$ cat src/rtl/wr_port_arb_8_pkg.sv
// Shared types and constants for the 8-port write arbiter.
package wr_port_arb_8_pkg;

  localparam int NUM_PORTS_DEF = 8;
  localparam int PORT_IDX_W    = 3;

  typedef enum logic {
    ST_ARB    = 1'b0,
    ST_LOCKED = 1'b1
  } arb_state_e;

  // Next port index in round-robin order, wrapping from the last port to 0.
  function automatic logic [PORT_IDX_W-1:0] idx_inc(input logic [PORT_IDX_W-1:0] idx);
    return (idx == PORT_IDX_W'(NUM_PORTS_DEF - 1)) ? '0 : idx + 1'b1;
  endfunction

endpackage

$ cat src/rtl/wr_port_arb_8_if.sv
// Requester-facing bundle: request/lock in, one-hot grant and mux select out.
interface wr_port_arb_8_if
  import wr_port_arb_8_pkg::*;
#(
  parameter int NUM_PORTS = NUM_PORTS_DEF
) ();

  logic [NUM_PORTS-1:0] port_req;
  logic [NUM_PORTS-1:0] port_lock;
  logic [NUM_PORTS-1:0] port_grant;
  logic [NUM_PORTS-1:0] select;

  // Requester side drives req/lock and observes the grant.
  modport master (
    output port_req,
    output port_lock,
    input  port_grant,
    input  select
  );

  // Arbiter side.
  modport slave (
    input  port_req,
    input  port_lock,
    output port_grant,
    output select
  );

endinterface

$ cat src/rtl/wr_port_arb_8_rr_find_first.sv
// Rotate-and-find-first: one-hot of the first set req bit at or after start.
module rr_find_first_8
  import wr_port_arb_8_pkg::*;
#(
  parameter int NUM_PORTS = NUM_PORTS_DEF
) (
  input  logic [NUM_PORTS-1:0]  req,
  input  logic [PORT_IDX_W-1:0] start,
  output logic [NUM_PORTS-1:0]  grant_oh
);

  logic                  found;
  logic [PORT_IDX_W-1:0] idx;

  // Scan start, start+1, ... with the index wrapping naturally at 8 ports.
  always_comb begin
    grant_oh = '0;
    found    = 1'b0;
    idx      = '0;
    for (int i = 0; i < NUM_PORTS; i++) begin
      idx = start + PORT_IDX_W'(i);
      if (!found && req[idx]) begin
        grant_oh[idx] = 1'b1;
        found         = 1'b1;
      end
    end
  end

endmodule

$ cat src/rtl/wr_port_arb_8.sv
// Round-robin write-port arbiter with bounded multi-beat lock.
//
// state     | meaning
// ----------+-----------------------------------------------------------
// ST_ARB    | round-robin search from rr_ptr, grant in the same cycle
// ST_LOCKED | only owner may transfer; leaves on unlock, MAX_LOCK beats,
//           | or owner dropping its request
module wr_port_arb_8
  import wr_port_arb_8_pkg::*;
#(
  parameter int NUM_PORTS = NUM_PORTS_DEF,
  parameter int MAX_LOCK  = 4
) (
  input  logic                  clk,
  input  logic                  rst_n,
  wr_port_arb_8_if.slave        bus,
  output logic                  locked,
  output logic [PORT_IDX_W-1:0] rr_ptr
);

  localparam int BEAT_W = $clog2(MAX_LOCK + 1);
  localparam logic [BEAT_W-1:0] BEAT_MAX = BEAT_W'(MAX_LOCK);
  // A single-beat limit makes locking meaningless, so lock requests are ignored.
  localparam bit LOCK_EN = (MAX_LOCK > 1);

  arb_state_e            state_q,  state_d;
  logic [PORT_IDX_W-1:0] rr_ptr_q, rr_ptr_d;
  logic [PORT_IDX_W-1:0] owner_q,  owner_d;
  logic [BEAT_W-1:0]     beat_q,   beat_d;

  logic [NUM_PORTS-1:0]  arb_grant;
  logic [NUM_PORTS-1:0]  grant_c;
  logic [PORT_IDX_W-1:0] g_idx;
  logic [BEAT_W-1:0]     beat_inc;

  rr_find_first_8 #(
    .NUM_PORTS (NUM_PORTS)
  ) u_find (
    .req      (bus.port_req),
    .start    (rr_ptr_q),
    .grant_oh (arb_grant)
  );

  // Encode the round-robin winner so the FSM can record owner and pointer.
  always_comb begin
    g_idx = '0;
    for (int i = 0; i < NUM_PORTS; i++) begin
      if (arb_grant[PORT_IDX_W'(i)]) g_idx = PORT_IDX_W'(i);
    end
  end

  // Same-cycle grant; reset gates it so the mux sees no write enable.
  always_comb begin
    grant_c = '0;
    if (state_q == ST_ARB) begin
      grant_c = arb_grant;
    end else begin
      grant_c[owner_q] = bus.port_req[owner_q];
    end
    if (!rst_n) grant_c = '0;
  end

  assign bus.port_grant = grant_c;
  assign bus.select     = grant_c;
  assign locked         = (state_q == ST_LOCKED);
  assign rr_ptr         = rr_ptr_q;

  // Beat count never exceeds MAX_LOCK while locked, so this cannot overflow.
  assign beat_inc = beat_q + 1'b1;

  // Next-state: pointer advance, lock entry and the three lock exits.
  always_comb begin
    state_d  = state_q;
    rr_ptr_d = rr_ptr_q;
    owner_d  = owner_q;
    beat_d   = beat_q;
    unique case (state_q)
      ST_ARB: begin
        if (|arb_grant) begin
          if (LOCK_EN && bus.port_lock[g_idx]) begin
            state_d = ST_LOCKED;
            owner_d = g_idx;
            beat_d  = BEAT_W'(1);
          end else begin
            rr_ptr_d = idx_inc(g_idx);
          end
        end
      end
      ST_LOCKED: begin
        if (!bus.port_req[owner_q]) begin
          state_d  = ST_ARB;
          rr_ptr_d = idx_inc(owner_q);
          beat_d   = '0;
        end else if (!bus.port_lock[owner_q] || beat_inc == BEAT_MAX) begin
          state_d  = ST_ARB;
          rr_ptr_d = idx_inc(owner_q);
          beat_d   = '0;
        end else begin
          beat_d = beat_inc;
        end
      end
      default: begin
        state_d = ST_ARB;
      end
    endcase
  end

  // State registers.
  always_ff @(posedge clk or negedge rst_n) begin
    if (!rst_n) begin
      state_q  <= ST_ARB;
      rr_ptr_q <= '0;
      owner_q  <= '0;
      beat_q   <= '0;
    end else begin
      state_q  <= state_d;
      rr_ptr_q <= rr_ptr_d;
      owner_q  <= owner_d;
      beat_q   <= beat_d;
    end
  end

endmodule

$ cat src/flat_wrapper.sv
// flat-port wrapper written by rule: the top's interface ports become plain ports
module wr_port_arb_8_flat import wr_port_arb_8_pkg::*;
#(
  parameter int NUM_PORTS = NUM_PORTS_DEF,
  parameter int MAX_LOCK  = 4
)
  (clk, rst_n, locked, rr_ptr, bus_port_req, bus_port_lock, bus_port_grant, bus_select);
  wr_port_arb_8_if #(.NUM_PORTS(NUM_PORTS)) bus_i ();
  input  logic clk;
  input  logic rst_n;
  output logic locked;
  output logic [PORT_IDX_W-1:0] rr_ptr;
  input wire logic [$bits(bus_i.port_req)-1:0] bus_port_req;
  input wire logic [$bits(bus_i.port_lock)-1:0] bus_port_lock;
  output wire logic [$bits(bus_i.port_grant)-1:0] bus_port_grant;
  output wire logic [$bits(bus_i.select)-1:0] bus_select;
  assign bus_i.port_req = bus_port_req;
  assign bus_i.port_lock = bus_port_lock;
  assign bus_port_grant = bus_i.port_grant;
  assign bus_select = bus_i.select;
  wr_port_arb_8 #(.NUM_PORTS(NUM_PORTS), .MAX_LOCK(MAX_LOCK)) u_core (.clk(clk), .rst_n(rst_n), .bus(bus_i), .locked(locked), .rr_ptr(rr_ptr));
endmodule
$ cat config.mk
export PLATFORM = sky130hd
export DESIGN_NAME = wr_port_arb_8_flat
export DESIGN_NICKNAME = d
export VERILOG_FILES = /design/src/rtl/wr_port_arb_8_pkg.sv /design/src/rtl/wr_port_arb_8_if.sv /design/src/rtl/wr_port_arb_8_rr_find_first.sv /design/src/rtl/wr_port_arb_8.sv /design/src/flat_wrapper.sv
export SDC_FILE = /design/constraint.sdc
export NUM_CORES = 1
export LEC_CHECK = 0
export CORE_ASPECT_RATIO = 1.5
export CORE_MARGIN = 2
export CORE_UTILIZATION = 49
export DETAILED_ROUTE_END_ITERATION = 8
export PLACE_DENSITY_LB_ADDON = 0.1
export SKIP_CTS_REPAIR_TIMING = 1
export SLEW_MARGIN = 20
export SYNTH_ARGS = -nofsm -noshare
export SYNTH_HDL_FRONTEND = slang
export SYNTH_HIERARCHICAL = 1
export SYNTH_SLANG_ARGS = --single-unit
$ cat constraint.sdc
create_clock -name clk -period 6.7 [get_ports clk]
set_clock_uncertainty 0.1 [all_clocks]
set_input_delay 1.34 -clock clk [delete_from_list [all_inputs] [get_ports clk]]
set_output_delay 1.34 -clock clk [all_outputs]
set_load 0.01 [all_outputs]
# ---- After elaboration in Yosys (flattened, before gate mapping)
# Index checks and enable logic that the tools add are counted.
dict set report word_totals {
  ff_bits 10
  inputBits 18
  output_inout_bits 20
  word_cells 155
}
dict set report op_classes {
  n_addsub 10
  n_lt_le_gt_ge 19
  eq_ne 7
  muxes 77
  bitwise 9
  reduce_logical 29
}
# operator n
set ops {}
lappend ops {{$mux W8} 10}
lappend ops {{$or A8 B8 Y8} 7}
lappend ops {{$lt A3 B4 Y1 const B} 10}
lappend ops {{$mux W3} 12}
lappend ops {{$bmux W1 S3} 11}
lappend ops {{$mux W1} 32}
lappend ops {{$demux W1 S3} 9}
lappend ops {{$ge A3 B1 Y1 const B} 9}
lappend ops {{$logic_and A1 B1 Y1} 16}
lappend ops {{$add A3 B1 Y3 const B} 4}
lappend ops {{$add A3 B3 Y3 const B} 4}
lappend ops {{$pmux W3 S2} 2}
lappend ops {{$eq A3 B3 Y1 const B} 3}
lappend ops {{$and A8 B8 Y8} 1}
lappend ops {{$logic_not A1 Y1} 8}
lappend ops {{$reduce_or A8 Y1} 1}
lappend ops {{$add A3 B2 Y3 const B} 2}
lappend ops {{$ne A2 B2 Y1 const B} 3}
lappend ops {{$reduce_and A3 Y1} 2}
lappend ops {{$ne A3 B3 Y1 const B} 1}
lappend ops {{$pmux W1 S2} 1}
lappend ops {{$reduce_and A2 Y1} 1}
lappend ops {{$logic_or A1 B1 Y1} 1}
lappend ops {{$not A1 Y1} 1}

# ---- Logic depth before layout (Yosys ltp)
# Gate-level depths: netlist (run 1).
dict set report logic_depth {
  ltp_word 32
  ltp_mapped 18
}

# ---- Hierarchy
# The synthesis (run 1) kept the hierarchy.
# mod n_inst cells_each area_per_inst_um2
set modules_own_cells {}
lappend modules_own_cells {rr_find_first_8 1 103 984.7}
lappend modules_own_cells {wr_port_arb_8 1 79 723.2}

# ---- Least setup slack after synthesis (run 1)
# Ideal clock, no wire load.
dict set report synth_path {
  kind {reg2out}
  startpoint {register u_core.rr_ptr_q[0], in the netlist u_core/rr_ptr[0]}
  endpoint {output port bus_select[2]}
  t_arrival_ns 3.932
  slack_ns 1.328
  stages_incl_launch_ff 17
  path_buffers 6
  cell_sequence {dfrtp_1 > buf_2 > buf_4 > inv_1 > buf_2 > ha_1 > buf_6 > mux4_2 > mux2i_1 > a32oi_2 > buf_6 > o41ai_4 > o2111ai_1 > a22oi_1 > nand2_1 > a21boi_0 > buf_4}
}
dict set report synth_between {
  elab_chain_len 26
  elab_cells_between_ends 101
  classes_between {7 x add/sub; 16 x order compare; 49 x mux; 7 x bitwise; 22 x reduce/logical}
}
# element line
set synth_lines {}
lappend synth_lines {{start: declaration} wr_port_arb_8.sv:27} ;# logic [PORT_IDX_W-1:0] rr_ptr_q, rr_ptr_d;
lappend synth_lines {{start signal: assignment} wr_port_arb_8.sv:117} ;# rr_ptr_q <= rr_ptr_d;
lappend synth_lines {{parallel branches: the longest is 23 deep, another holds $lt A3 B4 Y1} --}
lappend synth_lines {{$mux W8 (*)} wr_port_arb_8_rr_find_first.sv:22} ;# if (!found && req[idx]) begin
lappend synth_lines {{net u_core.arb_grant[2]} wr_port_arb_8.sv:31} ;# logic [NUM_PORTS-1:0] arb_grant;
lappend synth_lines {{$mux W8 (*)} wr_port_arb_8.sv:55} ;# if (state_q == ST_ARB) begin
lappend synth_lines {{$mux W8 (*)} wr_port_arb_8.sv:60} ;# if (!rst_n) grant_c = '0;
lappend synth_lines {{end: declaration} flat_wrapper.sv:16} ;# output wire logic [$bits(bus_i.select)-1:0] bus_select;
# Mark *: on every way through the listed nets, which the timed path passes. The select of a mux whose other input is x is not followed.

# ---- Worst setup path in the final report (run 1)
dict set report layout_path {
  startpoint {input port bus_port_req[5]}
  endpoint {output port bus_port_grant[3]}
}
dict set report layout_between {
  elab_chain_len 26
  elab_cells_between_ends 57
  classes_between {35 x mux; 8 x bitwise; 14 x reduce/logical}
}
# element line
set layout_lines {}
lappend layout_lines {{start: declaration} flat_wrapper.sv:13} ;# input wire logic [$bits(bus_i.port_req)-1:0] bus_port_req;
lappend layout_lines {{$bmux W1 S3} wr_port_arb_8_rr_find_first.sv:22}
lappend layout_lines {{$mux W1 (implied by the code)} wr_port_arb_8_rr_find_first.sv:22}
lappend layout_lines {{$mux W1} wr_port_arb_8_rr_find_first.sv:22}
lappend layout_lines {{$logic_not A1 Y1} wr_port_arb_8_rr_find_first.sv:22}
lappend layout_lines {{$logic_and A1 B1 Y1} wr_port_arb_8_rr_find_first.sv:22}
lappend layout_lines {{$mux W1} wr_port_arb_8_rr_find_first.sv:22}
lappend layout_lines {{$logic_not A1 Y1} wr_port_arb_8_rr_find_first.sv:22}
lappend layout_lines {{$logic_and A1 B1 Y1} wr_port_arb_8_rr_find_first.sv:22}
lappend layout_lines {{[11 not listed]} --}
lappend layout_lines {{$logic_and A1 B1 Y1} wr_port_arb_8_rr_find_first.sv:22}
lappend layout_lines {{$mux W1} wr_port_arb_8_rr_find_first.sv:22}
lappend layout_lines {{$logic_not A1 Y1} wr_port_arb_8_rr_find_first.sv:22}
lappend layout_lines {{$logic_and A1 B1 Y1} wr_port_arb_8_rr_find_first.sv:22}
lappend layout_lines {{$mux W8 (*)} wr_port_arb_8_rr_find_first.sv:22}
lappend layout_lines {{net u_core.arb_grant[3]} wr_port_arb_8.sv:31}
lappend layout_lines {{$mux W8 (*)} wr_port_arb_8.sv:55}
lappend layout_lines {{$mux W8 (*)} wr_port_arb_8.sv:60}
lappend layout_lines {{end: declaration} flat_wrapper.sv:15} ;# output wire logic [$bits(bus_i.port_grant)-1:0] bus_port_grant;
# The timed path passes the listed nets; every way through them passes the cells marked *. The select of a mux whose other input is x is not followed.

==> results.sh, run 1 <==
export IMPL_port_buffers=33
export IMPL_dp_hpwl_um=3690
export IMPL_p_leak_nw=0.809
export IMPL_crit_type="in2out"
export IMPL_synth_area_leader_cell="mux4_2"
export IMPL_gr_usage_all_layers=0.251
export IMPL_rsz0062_at_grt="false"
export IMPL_synth_seq_area_share=0.132
export IMPL_slew_headroom=0.599
export IMPL_synth_nets=209
export IMPL_clk_path_buf_depth=2
export IMPL_synthToLayoutAreaGrowth_pct=22.9
export IMPL_synthMuxAreaShare=0.295
export IMPL_clk_latency_ps=230
export IMPL_ys_ff_latch=9
export IMPL_die_area_mm2=0.00398
export IMPL_cp_end_kind="primary output"
export IMPL_use_met1=0.300
export IMPL_pre_cts_ws_ps=219
export IMPL_syn_area_mm2=0.00171
export IMPL_use_met3=0.00784
export IMPL_power_density_mw_per_mm2=610
export IMPL_synthAdderAreaFrac=0.0659
export IMPL_period_needed_ps=6520
export IMPL_period_share=0.972
export IMPL_start_util=0.505
export IMPL_final_hold_violation_count=0
export IMPL_cap_violations=0
export IMPL_rows=26
export IMPL_setup_slack_ps=184
export IMPL_vias=1610
export IMPL_finalSetupViolCount=0
export IMPL_timing_fmax_mhz=153
export IMPL_grt_pass1_wl_um=7830
export IMPL_yosys_area_share_xor_xnor=0.0103
export IMPL_core_mm2=0.00338
export IMPL_synth_top_area_frac=0.158
export IMPL_tns_ps=0
export IMPL_drt_wl_total_um=4690
export IMPL_place_inst=247
export IMPL_worst_slew_pin_transition_ps=598
export IMPL_cpMaxStageDelayCell="clkdlybuf4s50_1"
export IMPL_die_height_um=76.3
export IMPL_drive_gt1_frac=0.215
export IMPL_grt_util_met2=0.457
export IMPL_top_usage_layer="met2"
export IMPL_wl_per_cell_um=18.7
export IMPL_fill_cells=312
export IMPL_antenna_found_initial=0
export IMPL_gp_congestion=0.915
export IMPL_synth_distinct_cells=53
export IMPL_critPathRequiredTime_ps=5260
export IMPL_num_nets_final=237
export IMPL_cts_made_buffers=3
export IMPL_status="finished clean"
export IMPL_cp_arrival_ps=5080
export IMPL_cpMostUsedCell="clkdlybuf4s50_1"
export IMPL_insertedDiodeCount=0
export IMPL_dr_pass1_iters=4
export IMPL_critical_path_peak_fanout=13
export IMPL_synthSimpleGateAreaFrac=0.194
export IMPL_drtAntennaViolNets=0
export IMPL_worstHoldPathType="reg2reg"
export IMPL_finalNonFillerCells=251
export IMPL_crit_chain="clkdlybuf4s50_1 > mux4_2 > mux2i_1 > a32oi_4 > o41ai_4 > o2111ai_1 > a32oi_1 > inv_1 > o21ai_0 > and2_1 > clkdlybuf4s50_1"
export IMPL_viasPerCell=6.41
export IMPL_drtIter0Drc=68
export IMPL_h_tree_depth=1
export IMPL_grt_max_degree=18
export IMPL_hold_slack_ps=420
export IMPL_syn_area_per_cell_um2=9.38
export IMPL_ios=38
export IMPL_synth_top_family_by_area="multiplexers"
export IMPL_overflow=0
export IMPL_die_w_um=52.2
export IMPL_cts_tree="done"
export IMPL_synth_area_leaders="mux4_2 16%, dfrtp_1 13%, ha_1 6.6%"
export IMPL_ir_drop_v=0.000415
export IMPL_slowest_delay_ps=560
export IMPL_first_global_vias=1647
export IMPL_synth_compound_area_frac=0.214
export IMPL_cts_sinks=9
export IMPL_clkSlewWorstSetupHoldPaths_ps=50
export IMPL_drc=0
export IMPL_fin_util=0.621
export IMPL_cts_root_buf="clkbuf_8"
export IMPL_slew_violations=0
export IMPL_yosysWarnings=6
export IMPL_synthCells=182
export IMPL_start_kind="primary input"
[layout by cell type (no fill, tap or decap), types with 5 or more instances in the layout]
cell | netlist | routed
clkdlybuf4s50_1 | 0 | 33
nand2_1 | 21 | 21
mux4_2 | 12 | 12
ha_1 | 9 | 9
dfrtp_1 | 9 | 9
inv_1 | 8 | 8
nor2_1 | 8 | 8
o21ai_0 | 8 | 8
mux2_2 | 8 | 8
buf_4 | 9 | 7
mux2i_1 | 8 | 7
and2_1 | 6 | 6
a21oi_1 | 6 | 6
nor2b_1 | 5 | 5
[worst max-delay path, delay by kind of cell]
| kind | cells | cell delay, ps |
|---|---|---|
| AOI/OAI and AO/OA | 5 | 1520 |
| buffers and inverters | 3 | 1230 |
| muxes | 2 | 790 |
| and+or+nand+nor | 1 | 180 |
[cells by family (layout without fill, tap and decap cells)]
family,count (synthesis),in the layout
xor gates and xnor gates,2,2
AOI/OAI and AO/OA,44,44
muxes,32,32
adders and majority gates,9,9
buffers and inverters,25,52
DFF,9,9
and+or+nand+nor,61,61
[cell usage after synthesis, drive strengths merged]
| library cell | count |
|---|---|
| a21bo | 1 |
| a21oi | 6 |
| ha | 9 |
| or3b | 1 |
| nor4b | 2 |
| mux4 | 13 |
| a311oi | 4 |
| clkbuf | 2 |
| nand2 | 21 |
| o21ai | 9 |
| nand3 | 1 |
| a2111oi | 1 |
| nand4b | 1 |
| o41ai | 2 |
| o221ai | 1 |
| a211oi | 1 |
| nor2b | 5 |
| nor2 | 9 |
| nor4 | 5 |
| or2 | 4 |
| dfrtp | 9 |
| mux2 | 10 |
| a22o | 2 |
| buf | 15 |
| a41oi | 1 |
| a31oi | 3 |
| mux2i | 9 |
| nand2b | 2 |
| o31a | 1 |
| a221oi | 4 |
| and2 | 6 |
| o31ai | 1 |
| a22oi | 1 |
| nand4 | 3 |
| o2111ai | 1 |
| nand3b | 1 |
| a32oi | 3 |
| a21boi | 2 |
| inv | 8 |
| xnor2 | 2 |
[per-stage QoR]
stage | area [um^2] | power [W]
floorplan | 1710 | 0.000938
global placement | 2020 | 0.00113
detailed placement | 2020 | 0.00117
CTS | 2070 | 0.00124
global route | 2100 | 0.00138
finish | 2100 | 0.00128
[sequential cells by signal, indices dropped and copies added (netlist names)]
| name | count |
|---|---|
| u_core/rr_ptr | 3 |
| u_core/beat_q | 3 |
| u_core/locked | 1 |
| u_core/owner_q | 2 |
[final timing paths]
check / slack, ps / from / to / cells after the start
hold / removal: 420 / u_core/beat_q[2]$_DFFE_PN0P_ / u_core/beat_q[2]$_DFFE_PN0P_ / 1
min in group asynchronous: 1370 / rst_n / u_core/rr_ptr[2]$_DFFE_PN0P_ / 1
setup reg to reg: 1970 / u_core/rr_ptr[2]$_DFFE_PN0P_ / u_core/rr_ptr[1]$_DFFE_PN0P_ / 13
hold reg to reg: 420 / u_core/beat_q[2]$_DFFE_PN0P_ / u_core/beat_q[2]$_DFFE_PN0P_ / 1
setup / recovery: 180 / bus_port_req[5] / bus_port_grant[3] / 11
max in group asynchronous: 4770 / rst_n / u_core/rr_ptr[1]$_DFFE_PN0P_ / 1
[report_power, final]
group          internal (W)  switching (W)  total [W]  leakage [nW]
combinational      0.000484       0.000612    0.00110         0.672
sequential        0.0000829      0.0000395   0.000122         0.111
clock             0.0000405      0.0000211  0.0000617        0.0255
total              0.000607       0.000673    0.00128         0.809
[routing by layer]
layer | up-vias | wire length, um
met5 | - | 0
met4 | 0 | 140
met3 | 14 | 112
met2 | 52 | 2650
met1 | 785 | 1790
li1 | 759 | -
[cell type report]
cell class                      instances  area, um^2  share of cell area
Clock inverter                          1        5.00             0.00238
Clock buffer                            3        41.3              0.0197
Tap cell                               42        52.6              0.0250
Inverter                                8        30.0              0.0143
Timing Repair Buffer                   40         383               0.182
Multi-Input combinational cell        148        1360               0.649
Sequential cell                         9         225               0.107
Power figures use the tool's default switching activity.
==> run 2, diff against run 1 <==
--- a/config.mk
+++ b/config.mk
@@ -6,10 +6,10 @@
 export NUM_CORES = 1
 export LEC_CHECK = 0
 export CORE_ASPECT_RATIO = 1.5
-export CORE_MARGIN = 2
+export CORE_MARGIN = 3
 export CORE_UTILIZATION = 49
 export DETAILED_ROUTE_END_ITERATION = 8
-export PLACE_DENSITY_LB_ADDON = 0.1
+export PLACE_DENSITY = 0.76
 export SKIP_CTS_REPAIR_TIMING = 1
 export SLEW_MARGIN = 20
 export SYNTH_ARGS = -nofsm -noshare
==> run 2 against run 1 <==
Net effect: fmax rose by 0.69%; clock power up 4.9%; core utilization increased by 2.2 points; first-iteration DRC count rose by 37%; largest cell class unchanged; sequential share of layout area hardly changed; flip-flop and latch count is the same; hold slack worse by 12 ps; clock-buffer cell count is the same; critical endpoint is now bus_select[3]; critical path depth unchanged.
==> results.sh, run 2 (same netlist as run 1, synthesis figures left out) <==
export IMPL_p_comb_frac=0.857
export IMPL_status="finished clean"
export IMPL_p_leak_nw=0.803
export IMPL_tns_ps=0
export IMPL_slew_headroom=0.597
export IMPL_period_needed_ps=6470
export IMPL_worst_slew_pin_transition_ps=600
export IMPL_p_int_w=0.000617
export IMPL_grt_pass1_wl_um=7780
export IMPL_start_util=0.525
export IMPL_finalSetupViolCount=0
export IMPL_die_height_um=78.3
export IMPL_core_mm2=0.00325
export IMPL_h_tree_depth=1
export IMPL_place_inst=243
export IMPL_hold_slack_ps=407
export IMPL_ir_drop_v=0.000386
export IMPL_grt_max_degree=18
export IMPL_cts_tree="done"
export IMPL_cts_made_buffers=3
export IMPL_cp_arrival_ps=5030
export IMPL_dr_pass1_iters=4
export IMPL_synthToLayoutAreaGrowth_pct=22.4
export IMPL_gp_congestion=0.935
export IMPL_first_global_vias=1582
export IMPL_die_w_um=54.2
export IMPL_slew_violations=0
export IMPL_power_density_mw_per_mm2=622
export IMPL_holdPathEnd="u_core/beat_q[2]$_DFFE_PN0P_"
export IMPL_start_kind="primary input"
export IMPL_critPathRequiredTime_ps=5260
export IMPL_worstHoldPathType="reg2reg"
export IMPL_clk_path_buf_depth=2
export IMPL_final_hold_violation_count=0
export IMPL_layout_commonest_cell="clkdlybuf4s50_1"
export IMPL_fill_cells=275
export IMPL_finalNonFillerCells=247
export IMPL_drt_wl_total_um=4700
export IMPL_rsz0062_at_grt="false"
export IMPL_rows=25
export IMPL_p_switching_w=0.000684
export IMPL_antenna_found_initial=0
export IMPL_r2r_cells=13
export IMPL_period_share=0.966
export IMPL_overflow=0
export IMPL_clockPowerShare=0.050
export IMPL_layout_common_cells="33 x clkdlybuf4s50_1, 21 x nand2_1, 12 x mux4_2"
export IMPL_cap_violations=0
export IMPL_worstReg2RegEnd="u_core/rr_ptr[1]$_DFFE_PN0P_"
export IMPL_drive_gt1_frac=0.213
export IMPL_cp_end_kind="primary output"
export IMPL_swShare=0.526
export IMPL_cts_root_buf="clkbuf_8"
export IMPL_gr_usage_all_layers=0.240
export IMPL_r2r_start="u_core/rr_ptr[2]$_DFFE_PN0P_"
export IMPL_holdPathStages=1
export IMPL_drc=0
export IMPL_reg2reg_slack_ps=1980
export IMPL_seq_power_share=0.093
export IMPL_viasPerCell=6.50
export IMPL_dp_hpwl_um=3700
export IMPL_num_nets_final=235
export IMPL_wl_per_cell_um=19.0
export IMPL_ios=38
export IMPL_clk_latency_ps=240
export IMPL_min_delay_start="u_core/beat_q[2]$_DFFE_PN0P_"
export IMPL_crit_type="in2out"
export IMPL_cts_sinks=9
export IMPL_drtAntennaViolNets=0
export IMPL_drtIter0Drc=93
export IMPL_die_area_mm2=0.00424
export IMPL_clkSlewWorstSetupHoldPaths_ps=50
export IMPL_timing_fmax_mhz=155
export IMPL_insertedDiodeCount=0
export IMPL_port_buffers=33
export IMPL_vias=1605
export IMPL_critical_path_peak_fanout=13
-- run 2: power by group through the flow --
stage          logic (W)  registers (W)  clock network (W)
2_1_floorplan   0.000823       0.000115                  0
3_3_place_gp     0.00101       0.000120                  0
3_5_place_dp     0.00105       0.000122                  0
4_1_cts          0.00106       0.000121          0.0000671
5_1_grt          0.00121       0.000127          0.0000699
6_report         0.00111       0.000121          0.0000647
-- run 2: metrics by stage --
step	area (um^2)	util	power (W)	setup slack, ps
after global placement	2000	0.616	0.00113	327
after global routing	2090	0.643	0.00141	40.2
after detailed placement	2000	0.616	0.00118	204
after floorplan	1710	-	0.000938	1330
after CTS	2050	0.630	0.00125	203
final	2090	0.643	0.00130	229
-- run 2: cell type report --
class | count | area, um^2 | share of cell area
Timing Repair Buffer | 38 | 368 | 0.176
Sequential cell | 9 | 225 | 0.108
Clock inverter | 1 | 5.00 | 0.00239
Multi-Input combinational cell | 148 | 1370 | 0.656
Clock buffer | 3 | 41.3 | 0.0197
Inverter | 8 | 30.0 | 0.0144
Tap cell | 40 | 50.0 | 0.0239
-- run 2: critical path, cell delays in order --
cell and delay [ps]:
clkdlybuf4s50_1 570, mux4_2 550, mux2i_1 240, a32oi_4 290, o41ai_4 510, o2111ai_1 250, a32oi_2 330, inv_1 120
o21ai_0 140, and2_1 150, clkdlybuf4s50_1 540
-- run 2: worst max path at each step --
| stage | start | endpoint | slack, ps | cells after the start |
|---|---|---|---|---|
| after floorplan | u_core/rr_ptr[0]$_DFFE_PN0P_ | bus_select[2] | 1330 | 16 |
| after global placement | bus_port_req[3] | bus_select[3] | 330 | 11 |
| after detailed placement | bus_port_req[1] | bus_select[3] | 200 | 11 |
| after CTS | bus_port_req[1] | bus_select[3] | 200 | 11 |
| after global routing | bus_port_req[1] | bus_select[3] | 40 | 11 |
| final | bus_port_req[3] | bus_select[3] | 230 | 11 |
-- run 2: per-layer routing --
metal | global-route usage | wire length, um | share of wire
met4 | 0.0773 | 89 | 0.019
met3 | 0.0152 | 177 | 0.038
met5 | 0 | 0 | 0
met1 | 0.270 | 1640 | 0.35
met2 | 0.451 | 2790 | 0.59
